--- src/rtl/fetch_module.sv ---
// fetch_module: instruction fetch front end with a fixed-latency imem port and a small {pc, insn} FIFO.
module fetch_module #(
  parameter int PC_WIDTH = 64,
  parameter logic [PC_WIDTH-1:0] RESET_PC = '0,
  parameter int QDEPTH = 4,
  parameter logic [31:0] HLT_INSN = 32'hD4400000
) (
  input  logic                in_clk,
  input  logic                in_rst,
  input  logic                in_start,
  input  logic                in_stall,
  input  logic                in_redirect,
  input  logic [PC_WIDTH-1:0] in_redirect_pc,
  output logic                out_imem_req,
  output logic [PC_WIDTH-1:0] out_imem_addr,
  input  logic [31:0]         in_imem_data,
  output logic [31:0]         out_insnbits,
  output logic [PC_WIDTH-1:0] out_pc,
  output logic                out_fetch_done,
  output logic                out_halted
);
  localparam int AW = $clog2(QDEPTH);
  localparam logic [AW:0] FULL = (AW+1)'(QDEPTH);
  typedef enum logic [1:0] {IDLE, RUN, HALT} state_e;
  state_e state_q;
  logic [PC_WIDTH-1:0] pc_q, req_pc_q;
  logic infl_q;
  logic [AW:0] cnt_q;
  logic [AW-1:0] wr_q, rd_q;
  logic [31:0] insn_q [QDEPTH];
  logic [PC_WIDTH-1:0] ipc_q [QDEPTH];
  logic redir, push, pop, hlt_push;
  assign redir = in_redirect && state_q != IDLE;
  assign push = infl_q && !redir;
  assign pop = cnt_q != '0 && !in_stall;
  assign hlt_push = push && in_imem_data == HLT_INSN;
  // the inflight request holds a slot so a stalled FIFO can never overflow
  assign out_imem_req = state_q == RUN && !in_redirect && (cnt_q + (AW+1)'(infl_q)) < FULL;
  assign out_imem_addr = pc_q;
  assign out_fetch_done = cnt_q != '0;
  assign out_insnbits = out_fetch_done ? insn_q[rd_q] : '0;
  assign out_pc = out_fetch_done ? ipc_q[rd_q] : '0;
  assign out_halted = state_q == HALT;
  always_ff @(posedge in_clk) begin
    if (in_rst) begin
      state_q <= IDLE;
      pc_q <= RESET_PC;
      req_pc_q <= RESET_PC;
      infl_q <= 1'b0;
      cnt_q <= '0;
      wr_q <= '0;
      rd_q <= '0;
    end else if (redir) begin
      state_q <= RUN;
      pc_q <= in_redirect_pc;
      infl_q <= 1'b0;
      cnt_q <= '0;
      wr_q <= '0;
      rd_q <= '0;
    end else begin
      if (state_q == IDLE && in_start) state_q <= RUN;
      if (hlt_push) state_q <= HALT;
      if (out_imem_req) begin
        pc_q <= pc_q + PC_WIDTH'(4);
        req_pc_q <= pc_q;
      end
      // a request issued alongside the halt word is squashed
      infl_q <= out_imem_req && !hlt_push;
      if (push) begin
        insn_q[wr_q] <= in_imem_data;
        ipc_q[wr_q] <= req_pc_q;
        wr_q <= wr_q + 1'b1;
      end
      if (pop) rd_q <= rd_q + 1'b1;
      cnt_q <= cnt_q + (AW+1)'(push) - (AW+1)'(pop);
    end
  end
endmodule

--- config.mk ---
export PLATFORM = sky130hd
export DESIGN_NAME = fetch_module
export DESIGN_NICKNAME = d
export VERILOG_FILES = /design/src/rtl/fetch_module.sv
export SDC_FILE = /design/constraint.sdc
export NUM_CORES = 1
export LEC_CHECK = 0
export ABC_AREA = 1
export CAP_MARGIN = 20
export CORE_MARGIN = 2
export CORE_UTILIZATION = 25
export DETAILED_ROUTE_END_ITERATION = 10
export SYNTH_ARGS = -nofsm -noshare
export SYNTH_HDL_FRONTEND = slang
export SYNTH_SLANG_ARGS = --single-unit
--- constraint.sdc ---
create_clock -name in_clk -period 9.9 [get_ports in_clk]
set_clock_uncertainty 0.1 [all_clocks]
set_input_delay 2.475 -clock in_clk [delete_from_list [all_inputs] [get_ports in_clk]]
set_output_delay 2.475 -clock in_clk [all_outputs]
set_load 0.03 [all_outputs]
== Yosys cells after proc, flatten, opt, wreduce, memory -nomap -nowiden ==
Memory sizes are Yosys's and may differ from the RTL's. A register that Yosys moved wholly into a read port is not among the register bits.
Cells that the tools add are included.
Storage, ports and cells
  bits in registers: 138
  bits in writable memories: 384
  input bits: 101
  output and inout port bits: 163
  word-level logic and storage cells: 56
  memories kept: 2
Cells by class
  add/sub/neg operators: 6
  magnitude comparators: 1
  eq/ne operators: 3
  muxes and demuxes: 15
  bitwise logic cells: 1
  reduce and logical (&&, ||, !) cells: 20
Memories
  ipc_q: words 4, bits a word 64, read ports 1, clocked after Yosys merged registers in 1, wr ports 1, RTL line 31  | logic [PC_WIDTH-1:0] ipc_q [QDEPTH];
  insn_q: words 4, bits a word 32, read ports 1, clocked after Yosys merged registers in 1, wr ports 1, RTL line 30  | logic [31:0] insn_q [QDEPTH];
Operators with widths (number)
  $mux 64: 3
  $add 64x3->64 const B: 1
  $eq 32x32->1 const B: 1
  $mux 32: 1
  $mux 2: 6
  $logic_and 1x1->1: 8
  $add 3x1->3: 2
  $reduce_bool 2->1: 3
  $reduce_bool 3->1: 2
  $mux 1: 5
  $add 2x1->2 const B: 2
  $logic_not 1->1: 4
  $lt 3x3->1 const B: 1
  $sub 3x1->3: 1
  $eq 2x1->1 const B: 1
  $eq 2x2->1 const B: 1
  $logic_not 2->1: 1
  $reduce_and 2->1: 1
  $reduce_or 2->1: 1
  $not 1->1: 1

== Depth between registers and ports, before layout ==
  word-level depth: 8
  mapped depth: 11
  mapped depth without buffers: 11

== Worst setup path before layout ==
No wires, ideal clock.
  kind: input to register
  from: in in_redirect
  to: mem insn_q[0][0] (enable)
  setup time: 0.552 ns
  data arrival time: 7.125 ns
  data required time: 9.248 ns
  slack: 2.124 ns
  stages on the path: 6
  path buffers: 1
  cells stage by stage: o21ai_2 inv_1 buf_2 nor2_1 nand2_1 nor2_1
Between the ends
  longest elaborated chain between the ends: 7
Ends and longest elaborated chain
  start, declared: RTL line 12  | input logic in_redirect,
  $logic_and 1x1->1 *: RTL line 33  | assign redir = in_redirect && state_q != IDLE;
  $logic_not 1->1: RTL line 34  | assign push = infl_q && !redir;
  $logic_and 1x1->1: RTL line 34
  $mux 1: RTL line 69  | if (push) begin
  $mux 1 *: RTL line 53  | end else if (redir) begin
  $mux 1 *: RTL line 45  | if (in_rst) begin
  $mux 1 (implied by the code) *: RTL line 70  | insn_q[wr_q] <= in_imem_data;
  end, declared: RTL line 30
Mark *: on every way between the ends. The rest lies on a longest branch, timed or not.

== Final worst setup path ==
  from: in in_redirect
  to: out out_imem_req
Between the ends
  longest elaborated chain between the ends: 3
Ends and longest elaborated chain
  $logic_not 1->1: RTL line 38  | assign out_imem_req = state_q == RUN && !in_redirect && (cnt_q + (AW+1)'(infl_q)) < FULL;
  $logic_and 1x1->1 (2 in series): RTL line 38
  end, declared: RTL line 14  | output logic out_imem_req,
Every way passes these cells.

==> out/summary.txt <==
Synthesized cell area -> 22270 um^2
Post-CTS setup buffer count -> 0
Remaining global-route overflow -> 0
Net count, final -> 2643
PD cells -> 241.3 nW/um^2
GRT Util Overall -> 15.24%
Worst rel slew slack -> 31.65%
Worst reg2reg path endpoint -> ipc_q[3][19]$_DFFE_PP_
Ys async rst share -> 0%
Worst setup endpoint -> out_imem_req
Leak Pwr -> 9.301 nW
Largest net degree at the start of global routing -> 95
Placed Cells incl. Taps -> 3638
Post-synthesis compound-gate area fraction -> 11.79%
Drt via density -> 4.549
Pre-antenna DRT Iters -> 5
First-pass GRT wire length -> 104200 um
IO Port Bufs -> 263
Max Fclk -> 133.7 MHz
Min Hold Slack -> 359.7 ps
Sequential area share after synthesis -> 64.37%
Final setup fails -> 0
Synth-to-Final Area Change -> 25.79%
Minimum clock period -> 7479 ps
Die height -> 302.4 um
Slack of the worst reg-to-reg path -> 6310 ps
Ys flop type -> edfxtp_1
Max Fanout on Critical Path -> 38
Req. time, crit path -> 7330 ps
# DRC -> 0
Synth Instances -> 2315
EDFF count, synth -> 384
RSZ-0062 raised after global routing -> no
Antenna Nets Post-Route -> 0
Highest-count cells in the layout ignoring fill and taps -> nor2_1, nand2_1, edfxtp_1
Yosys warning total -> 0
FP Rows -> 109
WL final -> 71790 um
Critical Path Start -> in_redirect
Die Area -> 91470 um^2
Ratio of cells with drive above 1 in the final layout -> 6.439%
H-tree Lvls -> 2
CTS Buf Count -> 57
Clock transition at path regs -> 60 ps
Routability Congestion -> 0.9054
Final worst setup slack -> 2421 ps
Post-synthesis mux area share -> 0%
DR iter-0 viols -> 1325
Initial antenna violation count -> 2
Number of fill cells -> 9049
FF+latch count, synth -> 524
Synth Area in Adders -> 0.4832%
Worst r2r path cells -> 6
Pre-CTS setup slack -> 2405 ps
CTS tree -> yes
Commonest non-fill, non-tap cell in the layout -> nor2_1
Final std cells w/o fill -> 3744
Routed via count -> 17031
Status -> finished clean
Core Region -> 88370 um^2
Initial Utilization -> 25.20%
Vias in the first global route -> 15997
Setup crit start kind -> primary input
Mapped Avg Cell Area -> 9.619 um^2
Final Max Tran Viols -> 0
Post-synth cell types -> 39
Largest family of logic cells by synthesized area -> simple AND/OR/NAND/NOR gates
Synth Area in Simple Gates -> 19.04%
Worst Hold Class -> reg2reg
Total power -> 6.758 mW
Die X-Extent -> 302.4 um
Max-cap violation count -> 0
Final period utilization -> 75.54%
Syn nets -> 2424
Crit path DAT -> 4900 ps
Setup TNS Final -> 0 ps
WL/cell -> 19.17 um
Crit path kind -> in2out
Later-pin clock latency in the skew report -> 630 ps
Worst r2r src -> state_q[0]$_SDFFE_PP0P_
CTS resizes -> 0
Post-CTS Hold Buffers -> 0
CTS Root Cell -> clkbuf_16
Dpl hpwl -> 46660 um
I/O Pins -> 264
Least-Margin Pin Slew -> 1023 ps
CP endpoint kind -> primary output
Post-synthesis xor/xnor area fraction -> 0.4327%
Final hold viol count -> 0
VDD IR max -> 0.0002118 V
Clock Sinks -> 524
Clock Tree Buf Depth -> 3
[metrics by stage]
stage	utilization (%)	cell area [um^2]
after floorplan	-	22270
after global placement	29.52	26080
after detailed placement	29.52	26080
after CTS	31.64	27960
after global routing	31.69	28010
final	31.69	28010
[where the power goes]
part	internal [mW]	total, mW	switching, mW
registers	2.41	2.51	0.0970
logic	0.685	2.12	1.43
clock network	1.24	2.14	0.895
[final cells by class]
cell class / count / area [um^2] / area share (%)
antenna: 1 / 2.502 / 0.008934
tap: 1165 / 1458 / 5.204
clock buffer: 65 / 1456 / 5.200
inverter: 93 / 356.6 / 1.273
clock inverter: 38 / 419.2 / 1.496
sequential: 524 / 14340 / 51.20
multi-input combinational: 1575 / 7116 / 25.40
timing repair buffer: 283 / 2860 / 10.21
[cells in the mapped netlist, types with 6 or more instances]
cell type  number  area share [%]
buf_2          34            0.76
a21oi_1       201             4.5
clkbuf_1       68             1.1
inv_1          84             1.4
buf_1          18            0.30
ha_1            7            0.39
xnor2_1         6            0.24
nand2_2         9            0.25
a21oi_2         6            0.24
nand2_1       393             6.6
o21ai_0       267             6.0
dfxtp_1       140              13
nand3_1        64             1.4
edfxtp_1      384              52
inv_2           6            0.10
nor2_1        537             9.1
o21bai_1        6            0.20
nand4_1        10            0.28
nor2_2         11            0.31
nor2_4          7            0.35
a31oi_1        21            0.59
[registers in the layout (all words and copies together) (netlist names), named ones only]
register,flops
cnt_q,3
ipc_q,256
state_q,2
out_imem_addr,64
insn_q,128
req_pc_q,64
rd_q,2
wr_q,2
infl_q,1
[worst min-delay path by stage]
stage / cells past startpoint / startpoint / to / slack, ps
6_report: 2 / rd_q[1]$_SDFFE_PP0P_ / register / 360
2_1_floorplan: 2 / rd_q[1]$_SDFFE_PP0P_ / register / 340
3_5_place_dp: 2 / rd_q[1]$_SDFFE_PP0P_ / register / 350
5_1_grt: 2 / rd_q[1]$_SDFFE_PP0P_ / register / 390
4_1_cts: 2 / rd_q[1]$_SDFFE_PP0P_ / register / 360
3_3_place_gp: 2 / rd_q[1]$_SDFFE_PP0P_ / register / 340
[metal layers]
metal / vias up / track usage, % / part of all wire (%)
li1: 8307 / - / -
met1: 8121 / 21.40 / 46
met2: 520 / 24.62 / 46
met3: 83 / 2.571 / 6.1
met4: 0 / 3.413 / 1.9
met5: - / 0 / 0
[worst max-delay path, cell delays in order]
cell             delay (ps)
clkdlybuf4s50_1         510
nor2_1                  140
nand2_1                  90
nor2_1                  160
nand2_2                 260
inv_4                   420
clkdlybuf4s50_1         800
[logic make-up (layout without fill, tap and decap cells)]
group / count (synthesis) / count (layout)
simple gates: 1048 / 1048
flops: 524 / 524
fa+ha+maj: 8 / 8
xor+xnor: 11 / 11
buf+inv: 216 / 479
other cells: 0 / 1
compound gates: 508 / 508
Power figures use the tool's default switching activity.
